File: src/rtl/param_call_stack_pkg.sv
// param_call_stack_pkg: shared constants and sizing helper for the parametrised call stack
package param_call_stack_pkg;
  localparam int OVF_OVERWRITE_TOP = 0;
  localparam int OVF_DROP_OLDEST = 1;
  function automatic int cnt_w(input int depth);
    return $clog2(depth + 1);
  endfunction
endpackage

File: src/rtl/param_call_stack_stack_ptr_ctrl.sv
// stack_ptr_ctrl: occupancy, circular base pointer, slot selection and status pulses for the call stack
module stack_ptr_ctrl
  import param_call_stack_pkg::*;
#(
  parameter int DEPTH = 5,
  parameter int OVF_MODE = OVF_OVERWRITE_TOP,
  localparam int CW = cnt_w(DEPTH),
  localparam int PW = $clog2(DEPTH)
) (
  input  logic          clk,
  input  logic          rst_n,
  input  logic          push_i,
  input  logic          pop_i,
  output logic [CW-1:0] count_o,
  output logic          empty_o,
  output logic          full_o,
  output logic          overflow_o,
  output logic          underflow_o,
  output logic          wr_en_o,
  output logic [PW-1:0] wr_idx_o,
  output logic [PW-1:0] rd_idx_o
);
  logic [CW-1:0] count_q, count_d;
  logic [PW-1:0] base_q, base_d, top_idx;
  logic ovf_q, unf_q, replace, grow, ovf, drop;
  function automatic logic [PW-1:0] wrap(input logic [PW-1:0] a, input logic [CW-1:0] b);
    logic [CW:0] s;
    s = (CW+1)'(a) + (CW+1)'(b);
    return PW'(s >= (CW+1)'(DEPTH) ? s - (CW+1)'(DEPTH) : s);
  endfunction
  assign empty_o = count_q == '0;
  assign full_o = count_q == CW'(DEPTH);
  assign top_idx = empty_o ? base_q : wrap(base_q, count_q - 1'b1);
  assign replace = push_i & pop_i & !empty_o;
  assign grow = push_i & !replace & !full_o;
  assign ovf = push_i & !pop_i & full_o;
  // dropping the oldest rotates the base: the freed bottom slot becomes the new top
  assign drop = ovf & (OVF_MODE == OVF_DROP_OLDEST);
  assign wr_en_o = push_i;
  assign wr_idx_o = grow ? wrap(base_q, count_q) : drop ? base_q : top_idx;
  assign rd_idx_o = top_idx;
  assign count_d = grow ? count_q + 1'b1 : (pop_i & !push_i & !empty_o) ? count_q - 1'b1 : count_q;
  assign base_d = drop ? wrap(base_q, CW'(1)) : base_q;
  assign count_o = count_q;
  assign overflow_o = ovf_q;
  assign underflow_o = unf_q;
  always_ff @(posedge clk) begin
    if (!rst_n) begin
      count_q <= '0;
      base_q <= '0;
      ovf_q <= 1'b0;
      unf_q <= 1'b0;
    end else begin
      count_q <= count_d;
      base_q <= base_d;
      ovf_q <= ovf;
      unf_q <= pop_i & !push_i & empty_o;
    end
  end
endmodule

File: src/rtl/param_call_stack.sv
// param_call_stack: return-address/flags stack with configurable depth and overflow policy
module param_call_stack
  import param_call_stack_pkg::*;
#(
  parameter int PC_WIDTH = 9,
  parameter int FLAGS_WIDTH = 4,
  parameter int DEPTH = 5,
  parameter int RET_OFFSET = 1,
  parameter int OVF_MODE = OVF_OVERWRITE_TOP,
  localparam int CW = cnt_w(DEPTH),
  localparam int PW = $clog2(DEPTH)
) (
  input  logic                   clk,
  input  logic                   rst_n,
  input  logic                   push_en,
  input  logic                   pop_en,
  input  logic [PC_WIDTH-1:0]    in_pc,
  input  logic [FLAGS_WIDTH-1:0] in_flags,
  output logic [PC_WIDTH-1:0]    out_pc,
  output logic [FLAGS_WIDTH-1:0] out_flags,
  output logic [CW-1:0]          count,
  output logic                   empty,
  output logic                   full,
  output logic                   overflow,
  output logic                   underflow
);
  typedef struct packed {
    logic [PC_WIDTH-1:0]    pc;
    logic [FLAGS_WIDTH-1:0] flags;
  } entry_t;
  entry_t mem_q [DEPTH];
  entry_t wr_d, top;
  logic wr_en;
  logic [PW-1:0] wr_idx, rd_idx;
  stack_ptr_ctrl #(.DEPTH(DEPTH), .OVF_MODE(OVF_MODE)) u_ptr (
    .clk(clk),
    .rst_n(rst_n),
    .push_i(push_en),
    .pop_i(pop_en),
    .count_o(count),
    .empty_o(empty),
    .full_o(full),
    .overflow_o(overflow),
    .underflow_o(underflow),
    .wr_en_o(wr_en),
    .wr_idx_o(wr_idx),
    .rd_idx_o(rd_idx)
  );
  assign wr_d = '{pc: in_pc + PC_WIDTH'(RET_OFFSET), flags: in_flags};
  assign top = mem_q[rd_idx];
  assign out_pc = empty ? '0 : top.pc;
  assign out_flags = empty ? '0 : top.flags;
  always_ff @(posedge clk) begin
    if (!rst_n) begin
      for (int i = 0; i < DEPTH; i++) mem_q[i] <= '0;
    end else if (wr_en) begin
      mem_q[wr_idx] <= wr_d;
    end
  end
endmodule
File: config.mk
export PLATFORM = sky130hd
export DESIGN_NAME = param_call_stack
export DESIGN_NICKNAME = d
export VERILOG_FILES = /design/src/rtl/param_call_stack_pkg.sv /design/src/rtl/param_call_stack_stack_ptr_ctrl.sv /design/src/rtl/param_call_stack.sv
export SDC_FILE = /design/constraint.sdc
export NUM_CORES = 1
export LEC_CHECK = 0
export CAP_MARGIN = 20
export CORE_ASPECT_RATIO = 0.8
export CORE_MARGIN = 1.5
export CORE_UTILIZATION = 63
export CTS_CLUSTER_DIAMETER = 50
export CTS_CLUSTER_SIZE = 30
export DETAILED_ROUTE_END_ITERATION = 6
export GPL_TIMING_DRIVEN = 0
export PLACE_DENSITY = 0.92
export SYNTH_ARGS = -nofsm -noshare
export SYNTH_HDL_FRONTEND = slang
export SYNTH_SLANG_ARGS = --single-unit
File: constraint.sdc
create_clock -name clk -period 9.75 [get_ports clk]
set_input_delay 1.95 -clock clk [delete_from_list [all_inputs] [get_ports clk]]
set_output_delay 1.95 -clock clk [all_outputs]
set_load 0.005 [all_outputs]
==> metrics.md <==
| Metric | Value |
|---|---|
| Post-synthesis average cell area | 12.5 µm² |
| DRT Pass-1 Iters | 5 |
| Synthesized area | roughly 5200 µm² |
| Internal power | between 0.8 and 0.9 mW |
| Status | completed |
| Warnings from Yosys | 0 |
| Max Fclk | 170 MHz |
| Req. time, crit path | 7.80 ns |
| Vias | 3623 |
| Final Util | between 70% and 80% |
| Core area | ~8000 µm² |
| # clock sinks | 109 |
| Worst vdd ir | 0.000118 V |
| Crit end category | output port |
| Critical path class | flip-flop to output port |
| Post-DRT Antenna Nets | 0 |
| RR Endpoint | mem_q[4][6] |
| I/O pin count | 37 |
| Comb pwr share | between 30 and 40% |
| Max_cap viols | 0 |
| Clock Pin Slew Worst Setup and Hold Paths | 0.09 ns |
| GRT overflow | 0 |
| Final WL | 11.9 mm |
| Largest net degree at the start of global routing | 20 |
| Starting DRT DRC Count | between 300 and 400 |
| Cts hold-fix bufs | 0 |
| Unrepaired setup endpoints after global routing | no |
| R2R depth | 13 |
| Total CTS buffers | 9 |
| Worst-skew pair later-pin latency | 0.39 ns |
| Gate Count Post-Synth | between 400 and 500 |
| Clock power frac | roughly a fifth |
| Initial antenna violation count | 0 |
| NetSw | 0.401 mW |
| Crit path max fanout | 10 |
| Async S/R FF share, synth | 0% |
| Port Buf Inserts | 35 |
| # nets final | 491 |
| Crit path DAT | about 4 ns |
| Setup TNS | 0 ns |
| # fillers | ~530 |
| Reg power frac | between 40% and 50% |
| H-tree Lvls | 3 |
| Post-synth EDFFs | 104 |
| Top_reg_cell synth | edfxtp_1 |
| R2r setup slk | 5.96 ns |
| CTS tree | built |
| Met3 wire len | around 1.3 mm |
| Multi-input logic area | ~1800 µm² |
| Height of the die | 84.4 µm |
| Critical R2R Launch | u_ptr.count_o[0] |
| Pleak | ~2.2 nW |
| Slew headroom | between 40% and 50% |
| Inserted Diodes | 0 |
| Min-Delay Endpoint | u_ptr.count_o[1] |
| Hold Path Depth | 2 |
| Std cell rows | 29 |
| Share of cells above drive strength 1 | approximately 12% |
| Post-CTS Resized | 0 |
| Wire length on met1 | around 4.6 mm |
| Vias in the first global route | about 3300 |
| Setup bufs post-CTS | 0 |
| Yosys reg bits | ~110 |
| Area Overhead vs Synth | 13.3% |
| Post-synthesis sequential area ratio | between 60% and 70% |
| Met2 WL | 5.65 mm |
| Vias per std cell | 6.24 |
| Sw Ratio | 32.8% |
| Die X | ~100 µm |
| DR WL/cell | 20.5 µm |
| Yosys cell types | a little under 50 |
| Top sig layer | met4 |
| Critical path startpoint category | flip-flop |
| Final clock skew | 0.0101 ns |
| HP Class | flip-flop to flip-flop |
| Setup crit start | u_ptr.count_o[0] |
| Residual DRC count | 0 |
| Register area | 3220 µm² |
| First-pass GRT wire length | around 17 mm |
| Post-route minimum period | ~5.9 ns |
| Design Power | 1.22 mW |
| Fin. Hold Viols | 0 |
| Setup violators final | 0 |
| Hpwl dp | 8.08 mm |
| Initial Util | about two thirds |
| Hold Path Origin | u_ptr.count_o[1] |
| Routability congestion estimate from global placement | 0.977 |
| Slew @ Worst Pin | slightly below 0.8 ns |
| Die footprint | slightly below 9000 µm² |
| Synthesized Nets | around 440 |
| Max-slew violations | 0 |
| GR Util All Layers | between 20% and 30% |
| Final period util | 60.4% |
| Bufs on Longest Clock Path | 2 |
| Clock root buffer | clkbuf_8 |
| PwrDens | about 210 nW/µm² |
cell type report:
type | instances | area share, %
Timing Repair Buffer | 38 | 6.37
Multi-Input combinational cell | 265 | 29.7
Inverter | 18 | 1.14
Sequential cell | 109 | 54.5
Clock buffer | 10 | 2.16
Clock inverter | 6 | 0.910
Tap cell | 108 | 2.29
Buffer | 27 | 2.90
flip-flops by register name (all words and copies together) (netlist names):
register           cells
mem_q                104
u_ptr.count_o          3
u_ptr.overflow_o       1
u_ptr.underflow_o      1
how the worst max path moves through the flow:
stage | to | depth (start not counted)
after floorplan | out_pc[8] | 13
after detailed placement | out_pc[8] | 14
after CTS | out_pc[8] | 14
after global placement | out_pc[8] | 14
final | out_pc[2] | 12
after global routing | out_pc[4] | 13
metal layers:
metal / global-route usage, % / up-vias
met2: 44.0 / 226
met1: 36.2 / 1753
met5: 0 / -
met3: 6.83 / 32
li1: - / 1612
met4: 10.2 / 0
cells in the final DEF (no fill, tap or decap), types with 9 or more instances in the layout:
| cell type | instances |
|---|---|
| edfxtp_1 | 104 |
| nor2_1 | 70 |
| mux2i_1 | 53 |
| clkdlybuf4s50_1 | 35 |
| o22ai_1 | 27 |
| inv_1 | 18 |
| buf_2 | 14 |
| nand2_1 | 14 |
| or2_1 | 14 |
| nor2_2 | 10 |
| clkbuf_8 | 9 |
cell families (layout without fill, tap and decap cells):
family | count (synthesis) | in the layout | share of synthesized area, %
AO/OA/AOI/OAI | 57 | 57 | 7.67
XOR/XNOR | 9 | 9 | 1.51
adder cells (fa/ha/maj) | 6 | 6 | 1.44
buffers and inverters | 45 | 99 | 4.58
flip-flops | 109 | 109 | 61.7
multiplexers | 53 | 53 | 10.2
AND/OR/NAND/NOR | 140 | 140 | 12.9
power by group through the flow:
stage	clock, mW	sequential [mW]	combinational [mW]
floorplan	0	0.562	0.268
global placement	0	0.564	0.390
detailed placement	0	0.565	0.401
CTS	0.257	0.554	0.405
global route	0.271	0.557	0.435
finish	0.258	0.555	0.411
worst max-delay path, stage by stage (launching register included):
cell and delay, ns:
dfxtp_1 0.41, buf_4 0.19, buf_6 0.15, inv_1 0.08, ha_1 0.29, nor2b_1 0.20, o21ai_1 0.11, a22oi_1 0.63
nand2_1 0.24, clkbuf_1 0.37, o22ai_1 0.20, or2_1 0.18, clkdlybuf4s50_1 0.52
cells in the mapped netlist, drive strengths merged (2+ instances only):
library cell  instances  area share (%)
and3                  4            0.48
or2                  16             1.9
a21o                  2            0.29
o21a                  4            0.58
edfxtp              104              60
nor3                  2            0.19
or3                   2            0.34
and2                  3            0.36
inv                  18             1.3
buf                  23             3.0
a22o                  2            0.34
a32oi                 2            0.34
o21ai                 5            0.55
xor2                  7             1.2
nand3                 3            0.29
nand2                14             1.0
nor2b                 3            0.36
nor2                 80             6.2
dfxtp                 5             1.9
a22oi                 2            0.29
clkbuf                4            0.29
nand4                 4            0.48
a21oi                 4            0.38
xnor2                 2            0.34
nand2b                5            0.60
mux2i                53              10
o22ai                27             3.2
ha                    6             1.4
per-stage QoR:
step | setup slack [ns] | area (µm²) | instances | hold slack, ns
after floorplan | 5.18 | 5220 | 419 | 0.559
after global routing | 3.70 | 5910 | 581 | 0.657
after global placement | 4.46 | 5710 | 562 | 0.602
final | 3.86 | 5910 | 581 | 0.636
after CTS | 3.94 | 5910 | 581 | 0.622
after detailed placement | 4.36 | 5730 | 565 | 0.608
Power figures use the tool's default switching activity.
==> variant 1: new RTL, same flow settings <==
Register the output `out_flags`, cleared by the reset; this adds one clock of latency there. The other outputs are not delayed to match.
--- a/src/rtl/param_call_stack.sv
+++ b/src/rtl/param_call_stack.sv
@@ -49,7 +49,13 @@
   assign wr_d = '{pc: in_pc + PC_WIDTH'(RET_OFFSET), flags: in_flags};
   assign top = mem_q[rd_idx];
   assign out_pc = empty ? '0 : top.pc;
-  assign out_flags = empty ? '0 : top.flags;
+  always_ff @(posedge clk) begin
+    if (!rst_n) begin
+      out_flags <= '0;
+    end else begin
+      out_flags <= empty ? '0 : top.flags;
+    end
+  end
   always_ff @(posedge clk) begin
     if (!rst_n) begin
       for (int i = 0; i < DEPTH; i++) mem_q[i] <= '0;
Check against the original RTL: not equivalent (Yosys sat finds a counterexample within 4 cycles, from zero or initial values and one cycle with rst_n low).
==> variant 1 against the original RTL <==
Total power up 30%; clock power grew 130%; sequential share of layout area fell by 2.7 points; synthesized area increased by 1.2%; core utilization rose by 5.5 points; routed wire length increased by 11%; via count rose by 5.7%; final area rose by 7.9%; sequential power rose by 4.5%; critical path type unchanged; largest cell class unchanged; sequential cell count up 4; worst setup slack got worse by 290 ps; combinational power increased by 2%; die area up 1.1%; largest power group is now clock.
==> variant 1: results (changes against the original RTL) <==
### Run status
- **status** complete, no violations, unchanged

### Detailed routing
- **number of DRC markers in iteration 0** 348, was 398
- **average wire per cell in the routed design** 22.1 um, was 20.5 um
- **routed length on met3** 1540 um, was 1300 um
- **vias post-DR** 3829, was 3623
- **total routed wire length on the met1 layer** 4910 um, was 4610 um

### Pwr
- **Max VDD drop** 0.185 mV, was 0.118 mV
- **leakage dissipation** 0.00238 uW, was 0.00220 uW

### Synth
- **part of the Yosys area used for sequential elements** 62.5%, was 61.7%
- **XOR/XNOR Fraction of Synth Area** 1.49%, was 1.51%
- **Seq cells post-synth** 113, was 109
- **post-synthesis compound-gate area fraction** 8.08%, was 7.67%
- **top cells by area, synth** sky130_fd_sc_hd__edfxtp_1, sky130_fd_sc_hd__mux2i_1, sky130_fd_sc_hd__nor2_1, unchanged
- **number of different library cells in the post-synthesis netlist** 48, was 49
- **Adder-Cell Fraction of Synth Area** 1.42%, was 1.44%

### Clocking
- **clock-pin slew on the worst setup and hold paths** 60 ps, was 90 ps
- **number of buffers inserted during clock tree synthesis** 17, was 9

### Setup path
- **Critical Path Slowest Stage Cell** sky130_fd_sc_hd__dfxtp_1, was sky130_fd_sc_hd__a22oi_1
- **highest cell delay on the worst timing path** 480 ps, was 630 ps
- **worst-case register-to-register setup slack** 5900 ps, was 5960 ps

### Final layout
- **NonClk Buf Share** 8.30%, was 9.27%
- **number of non-clock inverters in the layout** 17, was 18
- **layout cell share with drive strength beyond 1** 13.9%, was 12.1%
- **Total Nets Final** 499, was 491
- **sequential portion of the cell area** 51.8%, was 54.5%
- **Clock buf/inv share** 8.94%, was 3.07%

### Global routing
- **met2 global-route usage** 51.6%, was 44.0%
- **first-pass GRT wire length** 20400 um, was 17500 um
- **global-route total usage across every layer** 31.5%, was 27.3%
- **GR Util met3** 10.3%, was 6.83%

### Placement
- **Final GP Congestion** 0.916, was 0.977

variant 1: cell types whose count changed after synthesis, moves of 3 or more:
| cell | before | now |
|---|---|---|
| sky130_fd_sc_hd__nand4_1 | 4 | 1 |
| sky130_fd_sc_hd__o22a_1 | 1 | 5 |
| sky130_fd_sc_hd__dfxtp_1 | 5 | 9 |
| sky130_fd_sc_hd__o221ai_1 | 0 | 4 |
| sky130_fd_sc_hd__nand2b_1 | 5 | 8 |
| sky130_fd_sc_hd__o22ai_1 | 27 | 19 |
| sky130_fd_sc_hd__nand3_1 | 3 | 6 |
| sky130_fd_sc_hd__clkbuf_1 | 4 | 7 |
variant 1: metrics by stage:
step	std cells	hold slack (ps)	worst slack (ps)	total power, uW	area [sq um]
finish	597	589	3570	1590	6380
global route	597	604	3450	1640	6380
CTS	597	589	3670	1580	6380
detailed placement	565	554	4250	990	5810
global placement	563	560	4330	973	5780
floorplan	419	508	5240	856	5280
==> variant 2: new RTL, same settings <==
Without the edit above. `DEPTH` is set to 5 in 2 places; all go to 6.
--- a/src/rtl/param_call_stack_stack_ptr_ctrl.sv
+++ b/src/rtl/param_call_stack_stack_ptr_ctrl.sv
@@ -2,7 +2,7 @@
 module stack_ptr_ctrl
   import param_call_stack_pkg::*;
 #(
-  parameter int DEPTH = 5,
+  parameter int DEPTH = 6,
   parameter int OVF_MODE = OVF_OVERWRITE_TOP,
   localparam int CW = cnt_w(DEPTH),
   localparam int PW = $clog2(DEPTH)
--- a/src/rtl/param_call_stack.sv
+++ b/src/rtl/param_call_stack.sv
@@ -4,7 +4,7 @@
 #(
   parameter int PC_WIDTH = 9,
   parameter int FLAGS_WIDTH = 4,
-  parameter int DEPTH = 5,
+  parameter int DEPTH = 6,
   parameter int RET_OFFSET = 1,
   parameter int OVF_MODE = OVF_OVERWRITE_TOP,
   localparam int CW = cnt_w(DEPTH),
Function: changed (a bounded check fails within 10 cycles, from zero or initial values and one cycle with rst_n low).
==> variant 2 against the original RTL <==
Routed wire length grew 2.5%; combinational power fell by 4%; final area rose by 2.0%; sequential cell count unchanged; worst setup slack worse by 420 ps; total power is 1.3% lower; maximum frequency decreased by 6.6%; synthesized area grew 2.2%; clock power shrank 3%; die area rose by 2.2%; hold slack improved by 240 ps; clock skew rose by 2.8 ps; first-iteration DRC count rose by 54%; largest power group unchanged.
==> variant 2: results (changes against the original RTL) <==
### Global routing
- **met2 global-route usage** 45.7%, was 44.0%
- **GRT met1 Usage** 39.9%, was 36.2%
- **global-route total usage across every layer** 29.1%, was 27.3%

### Synth
- **XOR/XNOR Fraction of Synth Area** 1.64%, was 1.51%
- **Adder-Cell Fraction of Synth Area** 1.41%, was 1.44%
- **number of different library cells in the post-synthesis netlist** 47, was 49
- **Post-Synthesis Net Count** 523, was 442
- **leading post-synthesis cells by instance count** sky130_fd_sc_hd__edfxtp_1, sky130_fd_sc_hd__nand2_1, sky130_fd_sc_hd__nor2_1, sky130_fd_sc_hd__inv_1, sky130_fd_sc_hd__nand3_1, was sky130_fd_sc_hd__edfxtp_1, sky130_fd_sc_hd__nor2_1, sky130_fd_sc_hd__mux2i_1, sky130_fd_sc_hd__o22ai_1, sky130_fd_sc_hd__inv_1
- **mux cell area share after synthesis** 2.32%, was 10.2%
- **top cells by area, synth** sky130_fd_sc_hd__edfxtp_1, sky130_fd_sc_hd__nand2_1, sky130_fd_sc_hd__nor2_1, was sky130_fd_sc_hd__edfxtp_1, sky130_fd_sc_hd__mux2i_1, sky130_fd_sc_hd__nor2_1

### Placement
- **number of input and output port buffers inserted** 36, was 35
- **hpwl dp** 9020 um, was 8080 um

### Final layout
- **filler cell count** 535, was 529
- **multi-input gate share of total cell area** 30.2%, was 29.7%
- **number of non-clock inverters in the layout** 34, was 18
- **layout cell share with drive strength beyond 1** 8.48%, was 12.1%
- **Clock buf/inv share** 3.03%, was 3.07%
- **comb_multi_in** 325, was 265
- **number of clock buffers in the layout** 9, was 10

### Timing
- **Max-Slew Margin vs Limit** 44.3%, was 47.8%
- **worst clock skew on the final layout** 12.9 ps, was 10.1 ps

### Setup path
- **Critical Path Slowest Stage Cell** sky130_fd_sc_hd__clkdlybuf4s50_1, was sky130_fd_sc_hd__a22oi_1
- **worst-case register-to-register setup slack** 5610 ps, was 5960 ps
- **highest cell delay on the worst timing path** 550 ps, was 630 ps

### Detailed routing
- **Met2 Routed Length** 5520 um, was 5650 um
- **DR vias/cell** 6.09, was 6.24
- **drt total wl** 12200 um, was 11900 um
- **number of DRC markers in iteration 0** 614, was 398

### Pwr
- **leakage dissipation** 0.00222 uW, was 0.00220 uW
- **Max VDD drop** 0.127 mV, was 0.118 mV

### Run status
- **status** complete, no violations, unchanged

-- variant 2: through the flow --
step | std cells | cell area (sq um) | setup WS (ps) | hold WS, ps
floorplan | 500 | 5340 | 5080 | 704
global placement | 644 | 5830 | 4010 | 771
detailed placement | 646 | 5850 | 3980 | 836
CTS | 662 | 6030 | 3540 | 853
global route | 662 | 6030 | 3270 | 901
finish | 662 | 6030 | 3440 | 876
-- variant 2: worst paths after layout --
| kind | cells after the start | end | start |
|---|---|---|---|
| max reg2reg | 12 | mem_q[4][0] | u_ptr.count_o[0] |
| min | 4 | u_ptr.count_o[1] | u_ptr.count_o[1] |
| max | 12 | out_pc[3] | u_ptr.count_o[0] |
| min reg2reg | 4 | u_ptr.count_o[1] | u_ptr.count_o[1] |
-- variant 2: power by group --
group          internal (uW)  total, uW  switching [uW]
Sequential               547        561            14.1
Combinational            162        396             234
Clock                   96.3        251             155
Total                    805       1210             403
